File: config.mk
export PLATFORM = sky130hd
export DESIGN_NAME = scan_chain_ctrl
export DESIGN_NICKNAME = d
export VERILOG_FILES = /design/src/rtl/scan_ctrl_pkg.sv /design/src/rtl/scan_bit_cnt.sv /design/src/rtl/scan_chain_ctrl.sv
export SDC_FILE = /design/constraint.sdc
export NUM_CORES = 1
export LEC_CHECK = 0
export ABC_AREA = 1
export BUFFER_PORTS_ARGS = -buffer_cell sky130_fd_sc_hd__buf_2
export CELL_PAD_IN_SITES_DETAIL_PLACEMENT = 1
export CELL_PAD_IN_SITES_GLOBAL_PLACEMENT = 2
export CORE_ASPECT_RATIO = 0.6
export CORE_MARGIN = 4
export CORE_UTILIZATION = 34
export DETAILED_ROUTE_END_ITERATION = 12
export PLACE_DENSITY = 0.91
export RECOVER_POWER = 50
export SLEW_MARGIN = 30
export SYNTH_ARGS = -nofsm -noshare
export SYNTH_HDL_FRONTEND = slang
export SYNTH_HIERARCHICAL = 1
export SYNTH_SLANG_ARGS = --single-unit
File: constraint.sdc
create_clock -name CLK -period 3.7 [get_ports CLK]
set_clock_uncertainty 0.05 [all_clocks]
set_input_delay 0.185 -clock CLK [delete_from_list [all_inputs] [get_ports CLK]]
set_output_delay 0.185 -clock CLK [all_outputs]
set_load 0.005 [all_outputs]
File: src/rtl/scan_ctrl_pkg.sv
// -----------------------------------------------------------------------------
// scan_ctrl_pkg
// Shared types and constants for the scan chain controller.
//   scan_state_t   : controller phase sequence for one scan test
//   SCAN_FILL      : value driven on scan-in whenever no pattern bit is due
//   is_shift_state : true for the phases in which the chain shifts (SE high)
// -----------------------------------------------------------------------------
package scan_ctrl_pkg;

    typedef enum logic [2:0] {
        IDLE      = 3'd0,
        SHIFT_IN  = 3'd1,
        CAPTURE   = 3'd2,
        SHIFT_OUT = 3'd3,
        DONE      = 3'd4
    } scan_state_t;

    localparam logic SCAN_FILL = 1'b0;

    function automatic logic is_shift_state(input scan_state_t s);
        return (s == SHIFT_IN) || (s == SHIFT_OUT);
    endfunction

endpackage

File: src/rtl/scan_bit_cnt.sv
// -----------------------------------------------------------------------------
// scan_bit_cnt
// Down-counter shared by the shift and capture phases. The FSM loads
// (phase length - 1) on entry to a phase and decrements once per cycle; tc_o
// marks the last cycle of the phase.
// Ports:
//   CLK, RSTB      clock, asynchronous active-low reset
//   clr_i          clear to zero (highest priority)
//   load_i         load load_val_i
//   load_val_i     value to load
//   dec_i          decrement by one (held at zero)
//   cnt_o          current count
//   tc_o           terminal count (count == 0)
// -----------------------------------------------------------------------------
module scan_bit_cnt #(
    parameter int W = 4
) (
    input  logic         CLK,
    input  logic         RSTB,
    input  logic         clr_i,
    input  logic         load_i,
    input  logic [W-1:0] load_val_i,
    input  logic         dec_i,
    output logic [W-1:0] cnt_o,
    output logic         tc_o
);

    logic [W-1:0] cnt_q;
    logic [W-1:0] cnt_d;

    // Next count: clear beats load beats decrement.
    always_comb begin
        cnt_d = cnt_q;
        if (clr_i) begin
            cnt_d = {W{1'b0}};
        end else if (load_i) begin
            cnt_d = load_val_i;
        end else if (dec_i && (cnt_q != {W{1'b0}})) begin
            cnt_d = cnt_q - {{(W-1){1'b0}}, 1'b1};
        end else begin
            cnt_d = cnt_q;
        end
    end

    // Count register.
    always_ff @(posedge CLK or negedge RSTB) begin
        if (!RSTB) begin
            cnt_q <= {W{1'b0}};
        end else begin
            cnt_q <= cnt_d;
        end
    end

    assign cnt_o = cnt_q;
    assign tc_o  = (cnt_q == {W{1'b0}});

endmodule

File: src/rtl/scan_chain_ctrl.sv
// -----------------------------------------------------------------------------
// scan_chain_ctrl
// Sequences one scan test per accepted start: shift a pattern into the chain,
// run functional capture cycles, shift the response out while comparing it
// bit by bit against a masked expected value.
// Ports:
//   CLK, RSTB        clock, asynchronous active-low reset (shared with chain)
//   start_i          request a test (accepted only in IDLE)
//   abort_i          cancel the running test (any non-IDLE state)
//   pattern_i        stimulus, bit j ends up in chain flop j
//   expected_i       expected captured value per flop
//   mask_i           1 = compare the bit, 0 = don't care
//   scan_so_i        Q of the last chain flop
//   scan_en_o        chain SE (registered)
//   scan_si_o        chain SI (registered)
//   busy_o           test in progress, through the DONE cycle
//   done_o           one-cycle pulse, results valid from this cycle
//   aborted_o        one-cycle pulse after an abort
//   response_o       captured chain contents
//   fail_count_o     number of masked mismatches
//   pass_o           fail_count_o == 0, updated at done
// -----------------------------------------------------------------------------
module scan_chain_ctrl
    import scan_ctrl_pkg::*;
#(
    parameter int CHAIN_LEN  = 8,
    parameter int CAP_CYCLES = 1,
    parameter int CNT_W      = $clog2(CHAIN_LEN + 1)
) (
    input  logic                 CLK,
    input  logic                 RSTB,
    input  logic                 start_i,
    input  logic                 abort_i,
    input  logic [CHAIN_LEN-1:0] pattern_i,
    input  logic [CHAIN_LEN-1:0] expected_i,
    input  logic [CHAIN_LEN-1:0] mask_i,
    input  logic                 scan_so_i,
    output logic                 scan_en_o,
    output logic                 scan_si_o,
    output logic                 busy_o,
    output logic                 done_o,
    output logic                 aborted_o,
    output logic [CHAIN_LEN-1:0] response_o,
    output logic [CNT_W-1:0]     fail_count_o,
    output logic                 pass_o
);

    // The counter must hold both L-1 and CAP_CYCLES-1.
    localparam int CAP_W = $clog2(CAP_CYCLES + 1);
    localparam int CW    = (CNT_W > CAP_W) ? CNT_W : CAP_W;

    localparam logic [CW-1:0]    SHIFT_LAST = CW'(CHAIN_LEN - 1);
    localparam logic [CW-1:0]    CAP_LAST   = CW'(CAP_CYCLES - 1);
    localparam logic [CNT_W-1:0] FAIL_MAX   = CNT_W'(CHAIN_LEN);
    localparam logic [CNT_W-1:0] FAIL_ONE   = {{(CNT_W-1){1'b0}}, 1'b1};

    scan_state_t state_q, state_d;

    logic [CHAIN_LEN-1:0] pattern_q, expected_q, mask_q;
    logic [CHAIN_LEN-1:0] response_q, response_d;
    logic [CNT_W-1:0]     fail_count_q, fail_count_d;
    logic                 scan_en_q, scan_en_d;
    logic                 scan_si_q, scan_si_d;
    logic                 busy_q, busy_d;
    logic                 done_q, done_d;
    logic                 aborted_q, aborted_d;
    logic                 pass_q, pass_d;

    logic                 accept_s;
    logic                 cnt_clr_s, cnt_load_s, cnt_dec_s;
    logic [CW-1:0]        cnt_load_val_s;
    logic [CW-1:0]        cnt_s;
    logic                 tc_s;
    logic [CHAIN_LEN-1:0] sel_cur_s;
    logic [CHAIN_LEN-1:0] sel_nxt_s;
    logic                 so_exp_s, so_msk_s;

    scan_bit_cnt #(
        .W (CW)
    ) u_bit_cnt (
        .CLK        (CLK),
        .RSTB       (RSTB),
        .clr_i      (cnt_clr_s),
        .load_i     (cnt_load_s),
        .load_val_i (cnt_load_val_s),
        .dec_i      (cnt_dec_s),
        .cnt_o      (cnt_s),
        .tc_o       (tc_s)
    );

    // One-hot selects: current bit position (count) and the position the
    // next SHIFT_IN cycle will drive (count - 1, hence compare against j+1).
    always_comb begin
        sel_cur_s = {CHAIN_LEN{1'b0}};
        sel_nxt_s = {CHAIN_LEN{1'b0}};
        for (int j = 0; j < CHAIN_LEN; j++) begin
            sel_cur_s[j] = (cnt_s == CW'(j));
            sel_nxt_s[j] = (cnt_s == CW'(j + 1));
        end
    end

    // During SHIFT_OUT the counter value is directly the response bit index.
    assign so_exp_s = |(expected_q & sel_cur_s);
    assign so_msk_s = |(mask_q & sel_cur_s);

    // Next-state, counter control, result update and registered-output values.
    always_comb begin
        state_d        = state_q;
        accept_s       = 1'b0;
        cnt_clr_s      = 1'b0;
        cnt_load_s     = 1'b0;
        cnt_load_val_s = {CW{1'b0}};
        cnt_dec_s      = 1'b0;
        response_d     = response_q;
        fail_count_d   = fail_count_q;
        pass_d         = pass_q;
        scan_si_d      = SCAN_FILL;
        aborted_d      = 1'b0;

        case (state_q)
            IDLE: begin
                if (start_i) begin
                    accept_s       = 1'b1;
                    state_d        = SHIFT_IN;
                    cnt_load_s     = 1'b1;
                    cnt_load_val_s = SHIFT_LAST;
                    fail_count_d   = {CNT_W{1'b0}};
                    pass_d         = 1'b0;
                    // First bit in is the MSB so it travels to the far flop.
                    scan_si_d      = pattern_i[CHAIN_LEN-1];
                end else begin
                    state_d = IDLE;
                end
            end
            SHIFT_IN: begin
                if (tc_s) begin
                    state_d        = CAPTURE;
                    cnt_load_s     = 1'b1;
                    cnt_load_val_s = CAP_LAST;
                end else begin
                    cnt_dec_s = 1'b1;
                    scan_si_d = |(pattern_q & sel_nxt_s);
                end
            end
            CAPTURE: begin
                if (tc_s) begin
                    state_d        = SHIFT_OUT;
                    cnt_load_s     = 1'b1;
                    cnt_load_val_s = SHIFT_LAST;
                end else begin
                    cnt_dec_s = 1'b1;
                end
            end
            SHIFT_OUT: begin
                response_d = (response_q & ~sel_cur_s) |
                             (sel_cur_s & {CHAIN_LEN{scan_so_i}});
                if (so_msk_s && (scan_so_i != so_exp_s) && (fail_count_q != FAIL_MAX)) begin
                    fail_count_d = fail_count_q + FAIL_ONE;
                end else begin
                    fail_count_d = fail_count_q;
                end
                if (tc_s) begin
                    state_d   = DONE;
                    cnt_clr_s = 1'b1;
                    // Include the mismatch counted at this last edge.
                    pass_d    = (fail_count_d == {CNT_W{1'b0}});
                end else begin
                    cnt_dec_s = 1'b1;
                end
            end
            DONE: begin
                state_d   = IDLE;
                cnt_clr_s = 1'b1;
            end
            default: begin
                state_d   = IDLE;
                cnt_clr_s = 1'b1;
            end
        endcase

        // Abort overrides every non-IDLE transition; partial results are kept.
        if (abort_i && (state_q != IDLE)) begin
            state_d      = IDLE;
            cnt_clr_s    = 1'b1;
            cnt_load_s   = 1'b0;
            cnt_dec_s    = 1'b0;
            response_d   = response_q;
            fail_count_d = fail_count_q;
            pass_d       = 1'b0;
            scan_si_d    = SCAN_FILL;
            aborted_d    = 1'b1;
        end else begin
            aborted_d = 1'b0;
        end

        scan_en_d = is_shift_state(state_d);
        busy_d    = (state_d != IDLE);
        done_d    = (state_d == DONE);
    end

    // State, result and output registers.
    always_ff @(posedge CLK or negedge RSTB) begin
        if (!RSTB) begin
            state_q      <= IDLE;
            response_q   <= {CHAIN_LEN{1'b0}};
            fail_count_q <= {CNT_W{1'b0}};
            pass_q       <= 1'b0;
            scan_en_q    <= 1'b0;
            scan_si_q    <= 1'b0;
            busy_q       <= 1'b0;
            done_q       <= 1'b0;
            aborted_q    <= 1'b0;
        end else begin
            state_q      <= state_d;
            response_q   <= response_d;
            fail_count_q <= fail_count_d;
            pass_q       <= pass_d;
            scan_en_q    <= scan_en_d;
            scan_si_q    <= scan_si_d;
            busy_q       <= busy_d;
            done_q       <= done_d;
            aborted_q    <= aborted_d;
        end
    end

    // Test vectors are captured at acceptance and held for the whole test.
    always_ff @(posedge CLK or negedge RSTB) begin
        if (!RSTB) begin
            pattern_q  <= {CHAIN_LEN{1'b0}};
            expected_q <= {CHAIN_LEN{1'b0}};
            mask_q     <= {CHAIN_LEN{1'b0}};
        end else if (accept_s) begin
            pattern_q  <= pattern_i;
            expected_q <= expected_i;
            mask_q     <= mask_i;
        end else begin
            pattern_q  <= pattern_q;
            expected_q <= expected_q;
            mask_q     <= mask_q;
        end
    end

    assign scan_en_o    = scan_en_q;
    assign scan_si_o    = scan_si_q;
    assign busy_o       = busy_q;
    assign done_o       = done_q;
    assign aborted_o    = aborted_q;
    assign response_o   = response_q;
    assign fail_count_o = fail_count_q;
    assign pass_o       = pass_q;

endmodule

==> impl_metrics.csv <==
group,metric,value,unit
worst_setup_path,cp_cell_sequence,"or2_2 > nor2_1 > nand2_2 > nand2_1 > o21ai_0 > inv_1 > inv_1 > or2_1 > nand3_2 > o21bai_2",
sta,maximum_clock_rate,412,MHz
clock_network,clock-root-buffer,"sky130_fd_sc_hd__clkbuf_16",
place,dp.final_hpwl,5400,um
sta,final_period_minus_worst_setup_slack,2.43,ns
outcome,run_status,"completed",
clock_network,post_cts_buffers,0,
cells_and_area,antenna_cells_inserted,0,
sta,post-route-period-util,65.5,%
cells_and_area,finish.instance_area,3030,um^2
sta,max_slew_margin,17.6,%
clock_network,worst_skew_pair.late_latency,0.28,ns
sta,setup-violations-final,0,
floorplan,design.portCount,47,
grt,first_pass_grt_wire_length,12000,um
logic_synthesis,synthesis.area,2540,um^2
worst_setup_path,cpMostUsedCell,"sky130_fd_sc_hd__inv_1",
sta,finalHoldViolCount,0,
grt,largest_net_degree_at_the_start_of_global_routing,50,
floorplan,die-width,120,um
clock_network,register_clock_pin_slew_on_the_reported_worst_setup_and_hold_paths,0.07,ns
cells_and_area,mostFrequentLayoutCell,"sky130_fd_sc_hd__nand2_1",
cells_and_area,nets,410,
floorplan,die_area,8950,um^2
clock_network,maximum_buffer_depth_of_the_clock_tree,2,
min_path,hold_crit_depth,3,
floorplan,fp.dieH,74.9,um
logic_synthesis,postSynthAreaPerCell,7.78,um^2
sta,max_slew.worst_pin.slew,1.24,ns
cells_and_area,areaGrowthSynthToFinish,19.4,%
logic_synthesis,postSynthRegisterBits,49,
place,place.port_buffers,46,
worst_setup_path,critPathMaxStageDelay,0.39,ns
detailed_routing,avgRoutedWirePerCell,14.6,um
worst_setup_path,crit_path_capture_type,"register",
worst_setup_path,worstPathArrival,2.55,ns
place,global_placement_routability_congestion,0.863,
clock_network,clock_tree_from_tritoncts,"built",
logic_synthesis,net_count_of_the_mapped_netlist,359,
sta,maxSlewViolCount,0,
sta,grt_setup_unrepaired,"false",
detailed_routing,detailroute.via_count,2267,
grt,combined_global_route_utilization_of_all_metal_layers,16.6,%
min_path,hp-class,"primary input to register",
detailed_routing,drtIter0Drc,107,
logic_synthesis,synth_sequential_area_ratio,48.3,%
floorplan,floorplan.initialDensity,34.9,%
detailed_routing,drtPass1Iterations,4,
worst_setup_path,path_class,"register to register",
worst_setup_path,worstSetupStartpointType,"register",
clock_network,cts_buffers,5,
worst_setup_path,worst_r2r_path_depth,10,
detailed_routing,antenna_left,0,
power_and_ir_drop,worst_ir_drop_vdd,252,uV
grt,first_global_vias,2311,
grt,overflow_left_after_global_routing,0,
clock_network,cts-htree-levels,2,
detailed_routing,routed_wirelength,7020,um
cells_and_area,layout.cells.most_common_list,"sky130_fd_sc_hd__nand2_1 (117), sky130_fd_sc_hd__dfrtp_1 (49), sky130_fd_sc_hd__buf_2 (40)",
detailed_routing,vias_per_cell,4.70,
power_and_ir_drop,power.density_cell_area,782,nW/um^2
power_and_ir_drop,p_leak,0.00161,uW
worst_setup_path,critical_path.slowest_cell,"sky130_fd_sc_hd__dfrtp_1",
detailed_routing,drc,0,
cells_and_area,post_route_cells_drive_above_1_share,19.0,%
clock_network,postCtsResizedCells,0,
logic_synthesis,warnings_synthesis,6,
flow_run,max_cap_violations,0,
logic_synthesis,count_of_mapped_cells_out_of_synthesis,326,
logic_synthesis,yosysUniqueCellTypes,31,
floorplan,core.rowCount,24,
sta,final.setup.tns,0,ns
worst_setup_path,path_max_fanout,28,
worst_setup_path,worst-endpoint-required,3.82,ns
clock_network,cts.sinks,49,
grt,number_of_antenna_violations_at_the_first_check_in_global_routing,0,
floorplan,core_region_area,7270,um^2
place,dpl_cell_area,2890,um^2
==> path summary, 6_finish.rpt <==
path | slack [ns] | endpoint | start
min | 0.04 | mask_q[1]$_DFFE_PN0P_ | mask_i[1]
max | 1.27 | u_bit_cnt/cnt_o[3]$_DFFE_PN0P_ | state_q[1]$_DFF_PN0_
min in group asynchronous | 0.73 | u_bit_cnt/cnt_o[3]$_DFFE_PN0P_ | RSTB
max in group asynchronous | 2.10 | mask_q[2]$_DFFE_PN0P_ | RSTB
min reg2reg | 0.43 | expected_q[4]$_DFFE_PN0P_ | expected_q[4]$_DFFE_PN0P_
max reg2reg | 1.27 | u_bit_cnt/cnt_o[3]$_DFFE_PN0P_ | state_q[1]$_DFF_PN0_
==> Yosys cell counts, drive strengths merged <==
cell type / number / area, um^2
clkinv: 1 / 3.75
o22ai: 1 / 6.26
clkbuf: 2 / 7.51
nor2: 34 / 155
or3: 1 / 6.26
o21ai: 12 / 71.3
a21oi: 11 / 66.3
inv: 32 / 120
or2: 2 / 12.5
ha: 4 / 50.1
buf: 3 / 15.0
xnor2: 1 / 8.76
nand3: 25 / 140
o21bai: 1 / 11.3
nand4: 7 / 43.8
xor2: 1 / 8.76
a31oi: 8 / 50.1
conb: 1 / 3.75
a21boi: 1 / 7.51
nand2: 123 / 492
nor3: 6 / 30.0
dfrtp: 49 / 1230
==> power by group <==
group | total, uW | switching, uW | leakage [uW] | internal (uW)
clock network | 441 | 190 | 0.0000641 | 251
logic | 1020 | 681 | 0.000913 | 343
registers | 904 | 162 | 0.000632 | 742
total | 2370 | 1030 | 0.00161 | 1340
==> metrics by stage <==
stage	instances	hold slack [ns]	util, %	power (uW)	setup WS [ns]
after floorplan	326	-0.161	-	1610	1.79
after global placement	473	0.280	39.8	1900	1.40
after detailed placement	473	0.289	39.8	1960	1.25
after CTS	482	0.0434	41.8	2410	1.24
after global routing	482	0.0452	41.7	2580	1.03
final	482	0.0441	41.7	2370	1.27
==> cells by family after synthesis <==
logic type               after synthesis  synth area share (%)
AO/OA/AOI/OAI                         34                  8.39
AND/OR/NAND/NOR                      198                  34.7
flip-flops                            49                  48.3
XOR/XNOR                               2                 0.691
adder cells (fa/ha/maj)                4                  1.97
buffers and inverters                 38                  5.77
other                                  1                 0.148
==> area by class of cell <==
| class | count | area (um^2) |
|---|---|---|
| tap | 104 | 130 |
| timing repair buffer | 49 | 245 |
| multi-input combinational | 239 | 1160 |
| sequential | 49 | 1230 |
| fill | 939 | 4240 |
| clock buffer | 7 | 133 |
| inverter | 33 | 124 |
| clock inverter | 1 | 7.51 |
==> routing by layer <==
| layer | share of wire, % | vias to the layer above | routed length, um | GRT usage, % |
|---|---|---|---|---|
| met4 | 0.14 | 0 | 10 | 1.14 |
| li1 | - | 1145 | - | - |
| met5 | 0 | - | 0 | 0 |
| met2 | 43 | 45 | 3010 | 25.4 |
| met1 | 52 | 1075 | 3650 | 25.5 |
| met3 | 5.0 | 2 | 349 | 3.53 |
==> timing repair <==
item,in CTS,in global routing
hold endpoints to repair,47,0
hold buffers,1,0
endpoints found under the setup margin,0,0
==> critical path: cells and delay by family (launching register included) <==
kind                   cells  cell delay (ns)
and+or+nand+nor            6             1.45
DFF                        1             0.39
buffers and inverters      2             0.26
AOI/OAI and AO/OA          2             0.17
Note: power is estimated with default switching activity, not from simulation.
